<file path="config.mk">
export PLATFORM = sky130hd
export DESIGN_NAME = pe_port_arbiter
export DESIGN_NICKNAME = d
export VERILOG_FILES = /design/src/rtl/pe_port_arbiter.sv
export SDC_FILE = /design/constraint.sdc
export NUM_CORES = 1
export LEC_CHECK = 0
export ABC_AREA = 0
export CAP_MARGIN = 20
export CORE_MARGIN = 10
export CORE_UTILIZATION = 31
export DETAILED_ROUTE_END_ITERATION = 12
export PLACE_DENSITY = 0.81
export SYNTH_ARGS = -nofsm -noshare
export SYNTH_HDL_FRONTEND = slang
export SYNTH_SLANG_ARGS = --single-unit
</file>
<file path="constraint.sdc">
create_clock -name i_clk -period 2.05 [get_ports i_clk]
set_clock_uncertainty 0.15 [all_clocks]
set_input_delay 0.41 -clock i_clk [delete_from_list [all_inputs] [get_ports i_clk]]
set_output_delay 0.41 -clock i_clk [all_outputs]
set_load 0.01 [all_outputs]
</file>
<file path="src/rtl/pe_port_arbiter.sv">
// ============================================================================
// Module   : pe_port_arbiter
// Purpose  : 4:1 round-robin arbiter feeding one HNoC PE input port through a
//            single output register; optional delivery statistics via the
//            HNOC_ARB_STATS_EN macro.
// Revision : 1.0
// ============================================================================
`default_nettype none

module pe_port_arbiter #(
    parameter int DATA_W        = 32,
    parameter int EXPECTED_PKTS = 100
) (
    input  logic                i_clk,
    input  logic                i_reset,
    input  logic [4*DATA_W-1:0] i_req_data,
    input  logic [3:0]          i_req_valid,
    output logic [3:0]          o_req_ready,
    output logic [DATA_W-1:0]   o_data,
    output logic                o_data_valid,
    input  logic                i_data_ready,
    output logic [1:0]          o_grant,
    output logic [63:0]         o_pkt_cnt,
    output logic                o_done
);

    typedef enum logic [0:0] {
        EMPTY = 1'b0,
        FULL  = 1'b1
    } state_t;

    state_t              state;
    state_t              state_next;
    logic [1:0]          rr_ptr;
    logic [1:0]          winner;
    logic [1:0]          scan_idx;
    logic                any_valid;
    logic                load_en;
    logic                accept;
    logic                out_hs;
    logic [DATA_W-1:0]   data_q;
    logic [1:0]          grant_q;

    // First asserted requester at or after rr_ptr, wrapping mod 4.
    always_comb begin
        winner    = rr_ptr;
        any_valid = 1'b0;
        scan_idx  = rr_ptr;
        for (int i = 0; i < 4; i++) begin
            scan_idx = rr_ptr + 2'(i);
            if (!any_valid && i_req_valid[scan_idx]) begin
                winner    = scan_idx;
                any_valid = 1'b1;
            end
        end
    end

    assign load_en     = (state == EMPTY) || ((state == FULL) && i_data_ready);
    assign accept      = load_en && any_valid && !i_reset;
    assign o_req_ready = accept ? (4'b0001 << winner) : 4'b0000;
    assign out_hs      = o_data_valid && i_data_ready;

    always_ff @(posedge i_clk) begin
        if (i_reset) begin
            state <= EMPTY;
        end else begin
            state <= state_next;
        end
    end

    // A load on the handshake edge keeps the register FULL (no bubble).
    always_comb begin
        state_next = state;
        if (accept) begin
            state_next = FULL;
        end else if (out_hs) begin
            state_next = EMPTY;
        end
    end

    always_ff @(posedge i_clk) begin
        if (i_reset) begin
            data_q  <= '0;
            grant_q <= 2'd0;
            rr_ptr  <= 2'd0;
        end else if (accept) begin
            data_q  <= i_req_data[winner*DATA_W +: DATA_W];
            grant_q <= winner;
            rr_ptr  <= winner + 2'd1;
        end
    end

    assign o_data       = data_q;
    assign o_grant      = grant_q;
    assign o_data_valid = (state == FULL);

`ifdef HNOC_ARB_STATS_EN
    logic [15:0] pkt_cnt [4];
    logic [31:0] total_cnt;
    logic        done_q;

    always_ff @(posedge i_clk) begin
        if (i_reset) begin
            for (int k = 0; k < 4; k++) begin
                pkt_cnt[k] <= 16'd0;
            end
            total_cnt <= 32'd0;
            done_q    <= 1'b0;
        end else if (out_hs) begin
            if (pkt_cnt[grant_q] != 16'hFFFF) begin
                pkt_cnt[grant_q] <= pkt_cnt[grant_q] + 16'd1;
            end
            total_cnt <= total_cnt + 32'd1;
            if ((total_cnt + 32'd1) >= 32'(EXPECTED_PKTS)) begin
                done_q <= 1'b1;
            end
        end
    end

    assign o_pkt_cnt = {pkt_cnt[3], pkt_cnt[2], pkt_cnt[1], pkt_cnt[0]};
    assign o_done    = done_q;
`else
    assign o_pkt_cnt = 64'd0;
    assign o_done    = 1'b0;
`endif

endmodule

`default_nettype wire

</file>
# Word level (Yosys, flattened, before mapping)
# Index checks and enable logic that the tools add are counted.
[op_classes]
magnitude_cmp = 4
bitwise = 1
addsub = 4
mux = 18
n_shift = 2
reduce_logical = 12
[op_table]
columns = ["operator", "count"]
rows = [
  ["$shiftx A128 B8 Y32", 1],
  ["$lt A2 B3 Y1 const B", 4],
  ["$mux W1", 10],
  ["$bmux W1 S2", 4],
  ["$logic_and A1 B1 Y1", 6],
  ["$mux W2", 3],
  ["$add A2 B1 Y2 const B", 2],
  ["$add A2 B2 Y2 const B", 2],
  ["$logic_not A1 Y1", 4],
  ["$mux W4", 1],
  ["$shl A1 B2 Y4 const A", 1],
  ["$reduce_bool A2 Y1", 1],
  ["$logic_or A1 B1 Y1", 1],
  ["$not A1 Y1", 1],
]
[totals]
output_inout_bits = 104
inputBits = 135
regBits = 37
elab_cells = 45

# Longest topological paths before layout
[depth]
ltp_word = 15
ltp_mapped = 7
ltp_nobuf = 5

# Worst setup path after synthesis
# Ideal clock, no wire load.
[synth_path]
kind = "input to output"
from = "input port i_reset"
to = "output port o_req_ready[2]"
cell_stages = 5
path_buffers = 2
required_time_ns = 1.490
slack_ns = -0.195
arrival_ns = 1.685
path_cell_list = "buf_1 > a211oi_1 > a21boi_0 > clkbuf_1 > and2_1"
[synth_between]
elab_chain_cells = 3
[synth_lines]
columns = ["element", "line", "text"]
rows = [
  ["start, declared", "15", "input logic i_reset,"],
  ["$logic_not A1 Y1", "59", "assign accept = load_en && any_valid && !i_reset;"],
  ["$logic_and A1 B1 Y1", "59", ""],
  ["$mux W4", "60", "assign o_req_ready = accept ? (4'b0001 << winner) : 4'b0000;"],
  ["end, declared", "18", "output logic [3:0] o_req_ready,"],
]
# No other way between the ends.

# Worst setup path in the final report
[layout_path]
from = "register rr_ptr[1]"
to = "output port o_req_ready[3]"
[layout_between]
elab_chain_cells = 15
word_cells_on_any_way = 28
cone_classes = "add/sub: 3; shift: 1; mux: 16; reduce/logical: 8"
[layout_lines]
columns = ["element", "line", "text"]
rows = [
  ["start, declared", "34", "logic [1:0] rr_ptr;"],
  ["start signal, assigned", "89", "rr_ptr <= winner + 2'd1;"],
  ["branches (longest 14 deep; another with $add A2 B1 Y2)", "--", ""],
  ["$mux W4 (*)", "60", ""],
]
# Every way passes the cells marked *. The select of a mux whose other input is x is not followed.

==> key figures <==
Floorplan
  • Starting density of the core: 32.2%
  • DIE AREA: roughly 14000 um^2
  • Core area: a little over 9000 um^2
  • I/O pin count: 239
  • Number of placement rows: 35
  • Die H: about 120 um
  • Horizontal die dimension: approximately 120 um

Critical path
  • Top fanout value on the critical path: 3
  • Most used cell, CP: sky130_fd_sc_hd__buf_6
  • Worst R2R Path Depth: 9
  • Worst-path cell with the longest stage delay: sky130_fd_sc_hd__or3_4
  • Arrival time worst endpoint: ~1600 ps
  • Reg-to-reg slack, setup: 60 ps
  • Required time of the critical path: approximately 1500 ps
  • Destination of the worst register-to-register timing path: o_data[28]
  • Critical Path End Type: output pin
  • Cells traversed along the worst timing path: or3_4 -> o2111ai_4 -> buf_6 -> a21boi_4 -> and2_4 -> buf_6
  • Number of buffers and inverters on the critical path: 2
  • Class of the most critical setup path: flip-flop to output pin
  • Worst flop-to-flop path startpoint: rr_ptr[1]
  • Worst stage delay on the critical path: 380 ps
  • Cell family contributing the most delay on the critical path: simple AND/OR/NAND/NOR gates
  • Kind of start point of the critical path: flip-flop

Run
  • Max capacitance violation total: 0

Placement
  • Placed cell count: 662
  • Post-DP HPWL: between 9000 and 10000 um
  • Number of buffers added on ports: about 170
  • Place WS: -1010 ps
  • Global placer's final weighted congestion: a little over 0.8

Synth
  • Synthesized instance count: around 360
  • Mean cell area of the mapped netlist: just over 8 um^2
  • Top cells by area, synth: sky130_fd_sc_hd__dfxtp_1, sky130_fd_sc_hd__buf_4, sky130_fd_sc_hd__mux2i_1
  • Share of the yosys chip area belonging to registers: 24.6%
  • Post-synth design cell area: about 3000 um^2
  • Warning count from the yosys run: 0
  • Proportion of netlist area held by the largest area contributor: 24.6%
  • Post-synth top area cell: sky130_fd_sc_hd__dfxtp_1
  • Flops & latches, synth: 37
  • Library cells used by synthesis: 32

Clock tree
  • Number of clock sinks: 37
  • Root Buffer: sky130_fd_sc_hd__clkbuf_8
  • TritonCTS clock tree: built
  • CTS buffer count: 5
  • H-tree Lvls: 2
  • Post-cts hold buffer count: 0
  • Clk pin slew, worst setup/hold paths: ~80 ps
  • Latest clock arrival within the worst-skew pair: 280 ps
  • Maximum clock path buffer count: 2

Drt
  • Routed wirelength normalized by instance count: between 15 and 20 um
  • DRC: 0
  • Detailed-router iteration count before antenna repair: 7
  • Total Routed Length: approximately 12000 um
  • Vias per Instance: roughly 4.8
  • Remaining number of nets flagged by the antenna check after routing: 0
  • DRC violation total after the first TritonRoute iteration: 137
  • Total number of vias: ~3200

Power
  • Combinational share of power: between 40 and 50%
  • Switch share: about a third
  • Reported leakage power: between 1.5 and 2 nW
  • Switching power of the nets: ~1.1 mW
  • Share of power burned in registers: between 20 and 30%
  • Power per unit of standard cell area: approximately 630 nW/um^2
  • Internal Pwr Total: roughly 2.2 mW
  • Highest ir drop seen on vdd: between 300 and 400 uV
  • Power share of the clock group: 23.7%

Global route
  • Number of antenna violations at the first check in global routing: 0
  • Leftover overflow at the end of global routing: 0
  • Pin count of the biggest net entering global routing: between 50 and 60
  • Global-route usage over all layers: 16.3%
  • Number of global-route vias before repair: approximately 3500
  • Wire length of the first global-routing pass: 19000 um

Final layout
  • Antenna diode instance count: 0
  • Most frequent standard cell in the layout excluding fill and tap cells: sky130_fd_sc_hd__clkdlybuf4s50_1
  • Fraction of final layout cells sized beyond drive strength 1: between 10% and 20%
  • Filler-free cell count of the finished design: between 600 and 700
  • Top library cells by usage in the layout, fill and taps aside: sky130_fd_sc_hd__clkdlybuf4s50_1, sky130_fd_sc_hd__conb_1, sky130_fd_sc_hd__nand2_1, sky130_fd_sc_hd__mux2i_1, sky130_fd_sc_hd__dfxtp_1
  • Nets: a little under 700
  • Area growth from synthesis to final layout: 68.6%

Outcome
  • Violations in the final reports: negative setup slack
  • Run status: finished with violations

Timing
  • Number of setup violations in the final report: 4
  • Max-slew violation total from the final report: 0
  • Final hold violations: 0
  • Period minus WS final: 2170 ps
  • F_max: roughly 460 MHz
  • Final clock period utilization by the worst path: 106%
  • Slack of the critical path: -118 ps
  • Post-route worst hold slack: approximately 320 ps
  • Unrepaired setup endpoints after global routing: true
  • TNS Setup: -419 ps

Hold path
  • Number of cells on the worst hold path: 2
  • Hold_sp: o_grant[0]
  • Hold EP: o_grant[0]
  • Worst hold path class: flip-flop to flip-flop
-- layout make-up --
class	count	area [um^2]
Sequential cell	37	746
Inverter	2	7.51
Timing Repair Buffer	210	2040
Fill cell	877	4260
Clock inverter	3	65.1
Multi-Input combinational cell	292	1980
Tap cell	129	161
Clock buffer	5	68.8
-- registers in the layout (all words and copies together), names as in the netlist --
register and cells:
o_data 32, o_grant 2, rr_ptr 2, o_data_valid 1
-- worst max-delay path by stage --
stage | endpoint | slack [ps] | startpoint | cells after the start
2_1_floorplan | o_req_ready[2] | -50 | i_reset | 5
3_3_place_gp | o_req_ready[1] | -970 | i_req_valid[0] | 6
3_5_place_dp | o_req_ready[1] | -1010 | i_req_valid[0] | 6
4_1_cts | o_req_ready[2] | -110 | rr_ptr[0] | 5
5_1_grt | o_req_ready[3] | -160 | rr_ptr[0] | 6
6_report | o_req_ready[3] | -120 | rr_ptr[1] | 6
-- logic make-up after synthesis --
logic type	synth area share, %
DFF	24.6
AOI/OAI and AO/OA	24.6
and+or+nand+nor	17.1
buffers and inverters	21.7
muxes	11.6
xor gates and xnor gates	0.291
other	0.125
-- worst register-to-register path, cell delays in order, from the launching register on --
cell and delay [ps]:
sky130_fd_sc_hd__dfxtp_2 340, sky130_fd_sc_hd__or3_4 380, sky130_fd_sc_hd__o2111ai_4 100, sky130_fd_sc_hd__buf_6 150
sky130_fd_sc_hd__a21boi_4 60, sky130_fd_sc_hd__buf_4 160, sky130_fd_sc_hd__buf_4 130, sky130_fd_sc_hd__buf_4 180
sky130_fd_sc_hd__o21ai_0 120, sky130_fd_sc_hd__o211ai_1 110
-- what timing repair did --
action	in CTS	in global routing
gates resized for setup	57	14
setup buffers	7	1
pin swaps	8	4
setup endpoints to repair	37	33
-- cells in the mapped netlist (all sizes together) --
cell,n
a211oi,4
a21boi,1
a21o,1
a21oi,5
and2,2
buf,79
clkbuf,18
conb,1
dfxtp,37
inv,2
mux2i,35
nand2,38
nand2b,2
nand3,1
nand3b,3
nor2,6
nor2b,2
nor3,1
nor4,1
nor4b,29
o2111ai,1
o211ai,29
o21a,1
o21ai,30
o221ai,3
o31a,29
or3,2
xnor2,1
-- stage by stage --
step           instance area [um^2]  power, mW  util, %
2_1_floorplan                  3280       1.74        -
3_3_place_gp                   4770       2.34     51.2
3_5_place_dp                   4770       2.38     51.2
4_1_cts                        5010       3.20     53.7
5_1_grt                        5070       3.39     54.4
6_report                       5070       3.21     54.4
-- per-layer routing --
layer | part of all wire [%] | GRT usage (%)
met5 | 0 | 0
met3 | 9.3 | 6.85
met4 | 1.1 | 3.36
met2 | 51 | 30.0
met1 | 38 | 16.9
-- power groups by stage --
stage                     clock network [mW]  logic, mW  registers, mW
after floorplan                            0      0.759          0.981
after global placement                     0       1.42          0.920
after detailed placement                   0       1.45          0.927
after CTS                              0.785       1.50          0.913
after global routing                   0.809       1.66          0.928
final                                  0.760       1.54          0.913
Note: power is estimated with default switching activity, not from simulation.
